### src/rtl/warp_fetcher_if.sv
// warp_fetcher_if: scheduler request, program-memory read and instruction result signals of warp_fetcher.
interface warp_fetcher_if #(
    parameter int ADDR_BITS = 8,
    parameter int DATA_BITS = 16
);
    logic                 fetch_req;
    logic [7:0]           warp_id;
    logic [ADDR_BITS-1:0] pc;
    logic                 mem_read_valid;
    logic [ADDR_BITS-1:0] mem_read_address;
    logic                 mem_read_ready;
    logic [DATA_BITS-1:0] mem_read_data;
    logic                 instruction_ready;
    logic [DATA_BITS-1:0] instruction;
    logic [7:0]           fetch_warp_id;
    modport master (
        output fetch_req, warp_id, pc, mem_read_ready, mem_read_data,
        input  mem_read_valid, mem_read_address, instruction_ready, instruction, fetch_warp_id
    );
    modport slave (
        input  fetch_req, warp_id, pc, mem_read_ready, mem_read_data,
        output mem_read_valid, mem_read_address, instruction_ready, instruction, fetch_warp_id
    );
endinterface

### src/rtl/warp_fetcher.sv
// warp_fetcher: per-warp instruction fetch FSM (IDLE/FETCHING/FETCHED) in front of program memory.
// Define FETCH_CACHE_EN to add a one-entry-per-warp instruction cache that short-circuits repeat fetches.
module warp_fetcher #(
    parameter int PROGRAM_MEM_ADDR_BITS = 8,
    parameter int PROGRAM_MEM_DATA_BITS = 16,
    parameter int MAX_WARPS_PER_CORE    = 4
) (
    input logic           clk,
    input logic           reset,
    warp_fetcher_if.slave bus
);
    typedef enum logic [1:0] {IDLE, FETCHING, FETCHED} state_t;
    state_t                           state;
    logic [7:0]                       cur_warp;
    logic                             aborted;
    logic                             hit;
    logic [PROGRAM_MEM_DATA_BITS-1:0] hit_data;
`ifdef FETCH_CACHE_EN
    localparam int IW = MAX_WARPS_PER_CORE > 1 ? $clog2(MAX_WARPS_PER_CORE) : 1;
    localparam logic [8:0] NW = 9'(MAX_WARPS_PER_CORE);
    logic [MAX_WARPS_PER_CORE-1:0]    c_valid;
    logic [PROGRAM_MEM_ADDR_BITS-1:0] c_tag  [MAX_WARPS_PER_CORE];
    logic [PROGRAM_MEM_DATA_BITS-1:0] c_data [MAX_WARPS_PER_CORE];
    logic                             req_in, cur_in;
    logic [IW-1:0]                    req_idx, cur_idx;
    assign req_in   = {1'b0, bus.warp_id} < NW;
    assign cur_in   = {1'b0, cur_warp} < NW;
    assign req_idx  = IW'(bus.warp_id);
    assign cur_idx  = IW'(cur_warp);
    assign hit      = req_in && c_valid[req_idx] && c_tag[req_idx] == bus.pc;
    assign hit_data = req_in ? c_data[req_idx] : '0;
`else
    assign hit      = 1'b0;
    assign hit_data = '0;
`endif
    // mem_read_address doubles as the latched pc of the current request.
    always_ff @(posedge clk) begin
        if (reset) begin
            state                 <= IDLE;
            bus.mem_read_valid    <= 1'b0;
            bus.mem_read_address  <= '0;
            bus.instruction_ready <= 1'b0;
            bus.instruction       <= '0;
            bus.fetch_warp_id     <= '0;
            cur_warp              <= '0;
            aborted               <= 1'b0;
`ifdef FETCH_CACHE_EN
            c_valid               <= '0;
`endif
        end else begin
            case (state)
                IDLE: if (bus.fetch_req) begin
                    cur_warp             <= bus.warp_id;
                    bus.mem_read_address <= bus.pc;
                    aborted              <= 1'b0;
                    if (hit) begin
                        state                 <= FETCHED;
                        bus.instruction_ready <= 1'b1;
                        bus.instruction       <= hit_data;
                        bus.fetch_warp_id     <= bus.warp_id;
                    end else begin
                        state              <= FETCHING;
                        bus.mem_read_valid <= 1'b1;
                    end
                end
                FETCHING: begin
                    if (!bus.fetch_req) aborted <= 1'b1;
                    if (bus.mem_read_ready) begin
                        bus.mem_read_valid <= 1'b0;
`ifdef FETCH_CACHE_EN
                        if (cur_in) begin
                            c_valid[cur_idx] <= 1'b1;
                            c_tag[cur_idx]   <= bus.mem_read_address;
                            c_data[cur_idx]  <= bus.mem_read_data;
                        end
`endif
                        // A request withdrawn at any point of the transaction loses its data.
                        if (bus.fetch_req && !aborted) begin
                            state                 <= FETCHED;
                            bus.instruction_ready <= 1'b1;
                            bus.instruction       <= bus.mem_read_data;
                            bus.fetch_warp_id     <= cur_warp;
                        end else begin
                            state <= IDLE;
                        end
                    end
                end
                FETCHED: if (!bus.fetch_req) begin
                    state                 <= IDLE;
                    bus.instruction_ready <= 1'b0;
                end else if (bus.warp_id != cur_warp || bus.pc != bus.mem_read_address) begin
                    state                 <= FETCHING;
                    bus.instruction_ready <= 1'b0;
                    bus.mem_read_valid    <= 1'b1;
                    bus.mem_read_address  <= bus.pc;
                    cur_warp              <= bus.warp_id;
                    aborted               <= 1'b0;
                end
                default: state <= IDLE;
            endcase
        end
    end
endmodule

### src/flat_wrapper.sv
// flat-port wrapper written by rule: the top's interface ports become plain ports
module warp_fetcher_flat 
#(
    parameter int PROGRAM_MEM_ADDR_BITS = 8,
    parameter int PROGRAM_MEM_DATA_BITS = 16,
    parameter int MAX_WARPS_PER_CORE    = 4
)
  (clk, reset, bus_fetch_req, bus_warp_id, bus_pc, bus_mem_read_ready, bus_mem_read_data, bus_mem_read_valid, bus_mem_read_address, bus_instruction_ready, bus_instruction, bus_fetch_warp_id);
  warp_fetcher_if #(.ADDR_BITS(8), .DATA_BITS(16)) bus_i ();
  input logic clk;
  input logic reset;
  input wire logic [$bits(bus_i.fetch_req)-1:0] bus_fetch_req;
  input wire logic [$bits(bus_i.warp_id)-1:0] bus_warp_id;
  input wire logic [$bits(bus_i.pc)-1:0] bus_pc;
  input wire logic [$bits(bus_i.mem_read_ready)-1:0] bus_mem_read_ready;
  input wire logic [$bits(bus_i.mem_read_data)-1:0] bus_mem_read_data;
  output wire logic [$bits(bus_i.mem_read_valid)-1:0] bus_mem_read_valid;
  output wire logic [$bits(bus_i.mem_read_address)-1:0] bus_mem_read_address;
  output wire logic [$bits(bus_i.instruction_ready)-1:0] bus_instruction_ready;
  output wire logic [$bits(bus_i.instruction)-1:0] bus_instruction;
  output wire logic [$bits(bus_i.fetch_warp_id)-1:0] bus_fetch_warp_id;
  assign bus_i.fetch_req = bus_fetch_req;
  assign bus_i.warp_id = bus_warp_id;
  assign bus_i.pc = bus_pc;
  assign bus_i.mem_read_ready = bus_mem_read_ready;
  assign bus_i.mem_read_data = bus_mem_read_data;
  assign bus_mem_read_valid = bus_i.mem_read_valid;
  assign bus_mem_read_address = bus_i.mem_read_address;
  assign bus_instruction_ready = bus_i.instruction_ready;
  assign bus_instruction = bus_i.instruction;
  assign bus_fetch_warp_id = bus_i.fetch_warp_id;
  warp_fetcher #(.PROGRAM_MEM_ADDR_BITS(PROGRAM_MEM_ADDR_BITS), .PROGRAM_MEM_DATA_BITS(PROGRAM_MEM_DATA_BITS), .MAX_WARPS_PER_CORE(MAX_WARPS_PER_CORE)) u_core (.clk(clk), .reset(reset), .bus(bus_i));
endmodule
### config.mk
export PLATFORM = sky130hd
export DESIGN_NAME = warp_fetcher_flat
export DESIGN_NICKNAME = d
export VERILOG_FILES = /design/src/rtl/warp_fetcher_if.sv /design/src/rtl/warp_fetcher.sv /design/src/flat_wrapper.sv
export SDC_FILE = /design/constraint.sdc
export NUM_CORES = 1
export LEC_CHECK = 0
export BUFFER_PORTS_ARGS = -buffer_cell sky130_fd_sc_hd__buf_2
export CORE_MARGIN = 2
export CORE_UTILIZATION = 43
export DETAILED_ROUTE_END_ITERATION = 7
export PLACE_DENSITY = 0.69
export REMOVE_ABC_BUFFERS = 1
export SLEW_MARGIN = 25
export SYNTH_ARGS = -nofsm -noshare
export SYNTH_HDL_FRONTEND = slang
export SYNTH_SLANG_ARGS = --single-unit
### constraint.sdc
create_clock -name clk -period 2.8 [get_ports clk]
set_input_delay 0.56 -clock clk [delete_from_list [all_inputs] [get_ports clk]]
set_output_delay 0.56 -clock clk [all_outputs]
set_load 0.005 [all_outputs]
# Word-level counts from Yosys, hierarchy flattened
# Index checks and enable logic that the tools add are counted.
[word_totals]
reg_bits = 45
input_bits = 36
out_inout_bits = 34
wordCells = 60
[op_classes]
n_eq_ne = 11
n_mux = 28
n_reduce_logical = 13
[op_table]
columns = ["op", "n"]
rows = [
  ["$mux 8", 6],
  ["$pmux 8 s2", 2],
  ["$ne 8x8->1", 2],
  ["$mux 1", 11],
  ["$mux 2", 5],
  ["$reduce_and 5->1", 2],
  ["$ne 2x2->1 const B", 4],
  ["$reduce_and 4->1", 2],
  ["$pmux 1 s3", 2],
  ["$pmux 2 s3", 1],
  ["$reduce_and 3->1", 2],
  ["$ne 2x1->1 const B", 2],
  ["$reduce_bool 2->1", 2],
  ["$ne 3x2->1 const B", 1],
  ["$reduce_bool 3->1", 1],
  ["$eq 2x1->1 const B", 1],
  ["$eq 2x2->1 const B", 1],
  ["$logic_not 2->1", 1],
  ["$pmux 1 s2", 1],
  ["$logic_and 1x1->1", 1],
  ["$logic_not 1->1", 1],
  ["$logic_or 1x1->1", 1],
]

# Depth between registers and ports, before layout
[depth]
ltp_word = 5
ltp_mapped = 7
mapped_depth_nobuf = 5

# Worst setup path before layout
# No wires, ideal clock.
[synth_timing]
path_kind = "input to register"
from = "in bus_warp_id[1]"
to = "reg u_core.bus.mem_read_address[4]"
setup_time_ns = 0.122
arrival_ns = 1.490
t_required_ns = 2.678
path_slack_ns = 1.187
path_stages = 7
n_path_buf = 2
cell_sequence = "xnor2_1 > nand4_1 > or2_1 > buf_6 > buf_6 > a32oi_1 > nand3_1"
[synth_via]
elab_chain_cells = 4
[synth_rtl]
columns = ["item", "line_no", "source"]
rows = [
  ["start: declaration", "flat_wrapper.sv:13", "input wire logic [$bits(bus_i.warp_id)-1:0] bus_warp_id;"],
  ["$ne 8x8->1", "warp_fetcher.sv:91", "end else if (bus.warp_id != cur_warp || bus.pc != bus.mem_read_address) begin"],
  ["$logic_or 1x1->1", "warp_fetcher.sv:91", ""],
  ["$ne 2x1->1 (no line)", "-", ""],
  ["$reduce_and 4->1 (no line)", "-", ""],
  ["end signal: assignment", "warp_fetcher.sv:54", "bus.mem_read_address <= bus.pc;"],
  ["end signal: assignment", "warp_fetcher.sv:95", "bus.mem_read_address <= bus.pc;"],
  ["end: declaration", "warp_fetcher_if.sv:22", "output mem_read_valid, mem_read_address, instruction_ready, instruction, fetch_warp_id"],
]
# No other way between the ends.
# A chain may end at the register's enable or synchronous reset.

# Worst setup path after layout
[layout_timing]
from = "reg u_core.bus.mem_read_address[3]"
to = "reg u_core.cur_warp[4]"
[layout_via]
elab_chain_cells = 4
[layout_rtl]
columns = ["item", "line_no", "source"]
rows = [
  ["$ne 8x8->1", "warp_fetcher.sv:91", ""],
  ["$logic_or 1x1->1", "warp_fetcher.sv:91", ""],
  ["$ne 2x1->1 (no line)", "-", ""],
  ["$reduce_and 4->1 (no line)", "-", ""],
  ["end signal: assignment", "warp_fetcher.sv:53", "cur_warp <= bus.warp_id;"],
  ["end signal: assignment", "warp_fetcher.sv:96", "cur_warp <= bus.warp_id;"],
  ["end: declaration", "warp_fetcher.sv:14", "logic [7:0] cur_warp;"],
]
# No other way between the ends.

==> run_results.csv <==
group,metric,value,unit
run_status,outcome,"finished, final reports clean",
cts,cts_setup_buffers,0,
sta,worstMarginPinSlew,0.8476,ns
worst_hold_path,hold_path_class,"reg -> reg",
floorplanning,row_count,25,
setup_path,criticalPathCategory,"reg -> reg",
floorplanning,io_pins,70,
cts,cts_buffers,5,
routing,ant_nets,0,
power_and_ir_drop,combPwrFrac,0.135,
global_routing,grt_pass1_vias,1714,
sta,layout_worst_path_cycle_share,0.6521,
place,dp_hpwl,3.256,mm
synthesis,yosys_warnings,0,
global_routing,grt_first_pass_wirelength,7.907,mm
routing,wirelength,4.904,mm
power_and_ir_drop,pwr-share-seq,0.520,
routing,drc,0,
synthesis,synthCells,264,
cts,clkSinkCount,45,
power_and_ir_drop,clkPwrFrac,0.345,
final_layout,nFillCells,470,
cts,cts.reportedPaths.clkPinSlew,0.08,ns
routing,avgViaCountPerCell,5.199,
cts,cts_tree,"built",
setup_path,end_kind,"flip-flop",
sta,fmax,547.7,MHz
cts,cts_hold_buf,0,
sta,max_slew_margin,0.4349,
synthesis,synth_area_leader_cell,"dfxtp_1",
cts,clock_latency,0.29,ns
run,cap_viol_max_count,0,
sta,tns,0,ns
final_layout,mostFrequentLayoutCells,"buf_2 (69), nand2_1 (49), dfxtp_1 (45)",
final_layout,n_antenna_cell,0,
global_routing,grt_max_degree,50,
power_and_ir_drop,swShare,0.2489,
floorplanning,initial_utilization,0.4494,
power_and_ir_drop,cellPowerDensity,521.7,nW/um2
synthesis,ys_seq_area_frac,0.4188,
cts,htreeDepth,2,
setup_path,path_max_fanout,15,
final_layout,final_common_cell,"buf_2",
synthesis,synth_area_leaders,"dfxtp_1 (42%), nand2_1 (8.6%), a21oi_1 (6.5%)",
floorplanning,die_width,74.73,um
routing,vias,2038,
global_routing,grt_overflow,0,
sta,setup_viol,0,
floorplanning,dieArea,5584,um2
floorplanning,dieHeight,74.73,um
setup_path,crit_required,2.98,ns
final_layout,finalNetCount,361,
final_layout,final_layout_size_suffix_gt1_frac,0.2646,
synthesis,synth_top_cell_area_share,0.4188,
global_routing,antenna_found_initial,0,
synthesis,synth_xor_area_frac,0.06515,
sta,maxSlewViolCount,0,
synthesis,synthAdderAreaFrac,0,
routing,wl_per_cell,12.51,um
cts,cts_resized,0,
setup_path,cp.arrival,2.01,ns
synthesis,netlist_area,2151,um2
setup_path,crit_path_start_kind,"flip-flop",
sta,rsz0062_at_grt,"no",
sta,hold_viol_final,0,
place,place.gp.congestion,0.7997,
synthesis,synth_top_family_by_area,"simple AND/OR/NAND/NOR gates",
global_routing,grt.total_usage,0.1800,
synthesis,synth_compound_area_frac,0.1414,
synthesis,synthDistinctLibCells,25,
power_and_ir_drop,p_leak,1.133,nW
synthesis,yosys.area_share.simple,0.3147,
final_layout,area_growth,21.76,%
synthesis,ys_ff_latch,45,
synthesis,syn_avg_cell_area,8.147,um2
floorplanning,coreArea,4786,um2
sta,holdWs,0.4532,ns
cts,cts_root_buffer,"clkbuf_8",
place,portBuffers,69,
sta,min_period,1.826,ns
cts,clk_path_buf_depth,2,
power_and_ir_drop,power_switching,0.3401,mW
power_and_ir_drop,intPower,1.026,mW
routing,drt_iter0_markers,56,
power_and_ir_drop,vdd_ir_drop_max,256.6,uV
routing,dr.pass1.iters,5,
sta,skew,0.006826,ns
synthesis,muxShareOfSynthArea,0,
[layer usage]
| metal | part of all wire | global-route usage | vias to the layer above |
|---|---|---|---|
| met1 | 0.48 | 0.2436 | 899 |
| met5 | 0 | 0 | - |
| li1 | - | - | 1052 |
| met2 | 0.43 | 0.2822 | 82 |
| met3 | 0.081 | 0.05221 | 5 |
| met4 | 0.0082 | 0.04960 | 0 |
[worst paths after layout]
kind                                          startpoint                                        to  slack (ns)  cells after the start
max          u_core.bus.mem_read_address[3]$_SDFFE_PP0P_           u_core.cur_warp[4]$_SDFFE_PP0P_        0.97                      6
min             u_core.bus.fetch_warp_id[0]$_SDFFE_PP0P_  u_core.bus.fetch_warp_id[0]$_SDFFE_PP0P_        0.45                      2
max reg2reg  u_core.bus.mem_read_address[3]$_SDFFE_PP0P_           u_core.cur_warp[4]$_SDFFE_PP0P_        0.97                      6
min reg2reg     u_core.bus.fetch_warp_id[0]$_SDFFE_PP0P_  u_core.bus.fetch_warp_id[0]$_SDFFE_PP0P_        0.45                      2
[flip-flops by register name (all words and copies together), names as in the netlist]
register,count
u_core.cur_warp,8
u_core.aborted,1
u_core.state,2
u_core.bus.mem_read_valid,1
u_core.bus.instruction_ready,1
u_core.bus.mem_read_address,8
u_core.bus.instruction,16
u_core.bus.fetch_warp_id,8
[metrics by stage]
step | instances | total power [mW] | util | worst slack [ns] | cell area, um2
after floorplan | 242 | 0.8238 | - | 0.8216 | 2033
after global placement | 385 | 0.9083 | 0.5255 | 0.6974 | 2515
after detailed placement | 385 | 0.9099 | 0.5255 | 0.6572 | 2515
after CTS | 392 | 1.382 | 0.5472 | 0.9412 | 2619
after global routing | 392 | 1.434 | 0.5472 | 0.8108 | 2619
final | 392 | 1.366 | 0.5472 | 0.9742 | 2619
[area by class of cell]
| class | instances | area, um2 | share of cell area |
|---|---|---|---|
| tap | 67 | 83.83 | 0.03201 |
| clock buffer | 5 | 68.82 | 0.02628 |
| clock inverter | 2 | 35.03 | 0.01338 |
| timing repair buffer | 76 | 397.9 | 0.1519 |
| multi-input combinational | 194 | 1121 | 0.4281 |
| sequential | 45 | 900.9 | 0.3440 |
| inverter | 3 | 11.26 | 0.004300 |
[cell usage after synthesis]
| master | instances |
|---|---|
| buf_1 | 1 |
| buf_2 | 6 |
| nor2_2 | 2 |
| and3_1 | 16 |
| nor2b_1 | 1 |
| and2b_1 | 1 |
| clkbuf_1 | 10 |
| clkbuf_2 | 1 |
| buf_6 | 3 |
| a21oi_1 | 28 |
| buf_4 | 1 |
| a32oi_1 | 16 |
| nand4_1 | 19 |
| nand2b_1 | 17 |
| nor3_4 | 1 |
| or2_1 | 2 |
| a311oi_1 | 1 |
| inv_1 | 3 |
| xnor2_1 | 16 |
| dfxtp_1 | 45 |
| nor3_1 | 2 |
| o21a_1 | 2 |
| nand2_1 | 49 |
| nor2_1 | 2 |
| nand3_1 | 19 |
[power by group through the flow]
stage	sequential (mW)	combinational (mW)	clock, mW
global placement	0.724	0.185	0
finish	0.711	0.185	0.471
CTS	0.710	0.186	0.486
detailed placement	0.724	0.185	0
floorplan	0.721	0.103	0
global route	0.716	0.208	0.510
[critical path, cell delays in order (launching register included)]
cell      delay [ns]
dfxtp_1         0.41
xnor2_1         0.15
nand4_1         0.17
nor3_4          0.52
buf_4           0.27
nand2b_1        0.12
nand3_1         0.07
[logic make-up after synthesis]
family | Yosys count
DFF | 45
and+or+nand+nor | 131
AOI/OAI and AO/OA | 47
xor gates and xnor gates | 16
buffers and inverters | 25
Power figures use the tool's default switching activity.
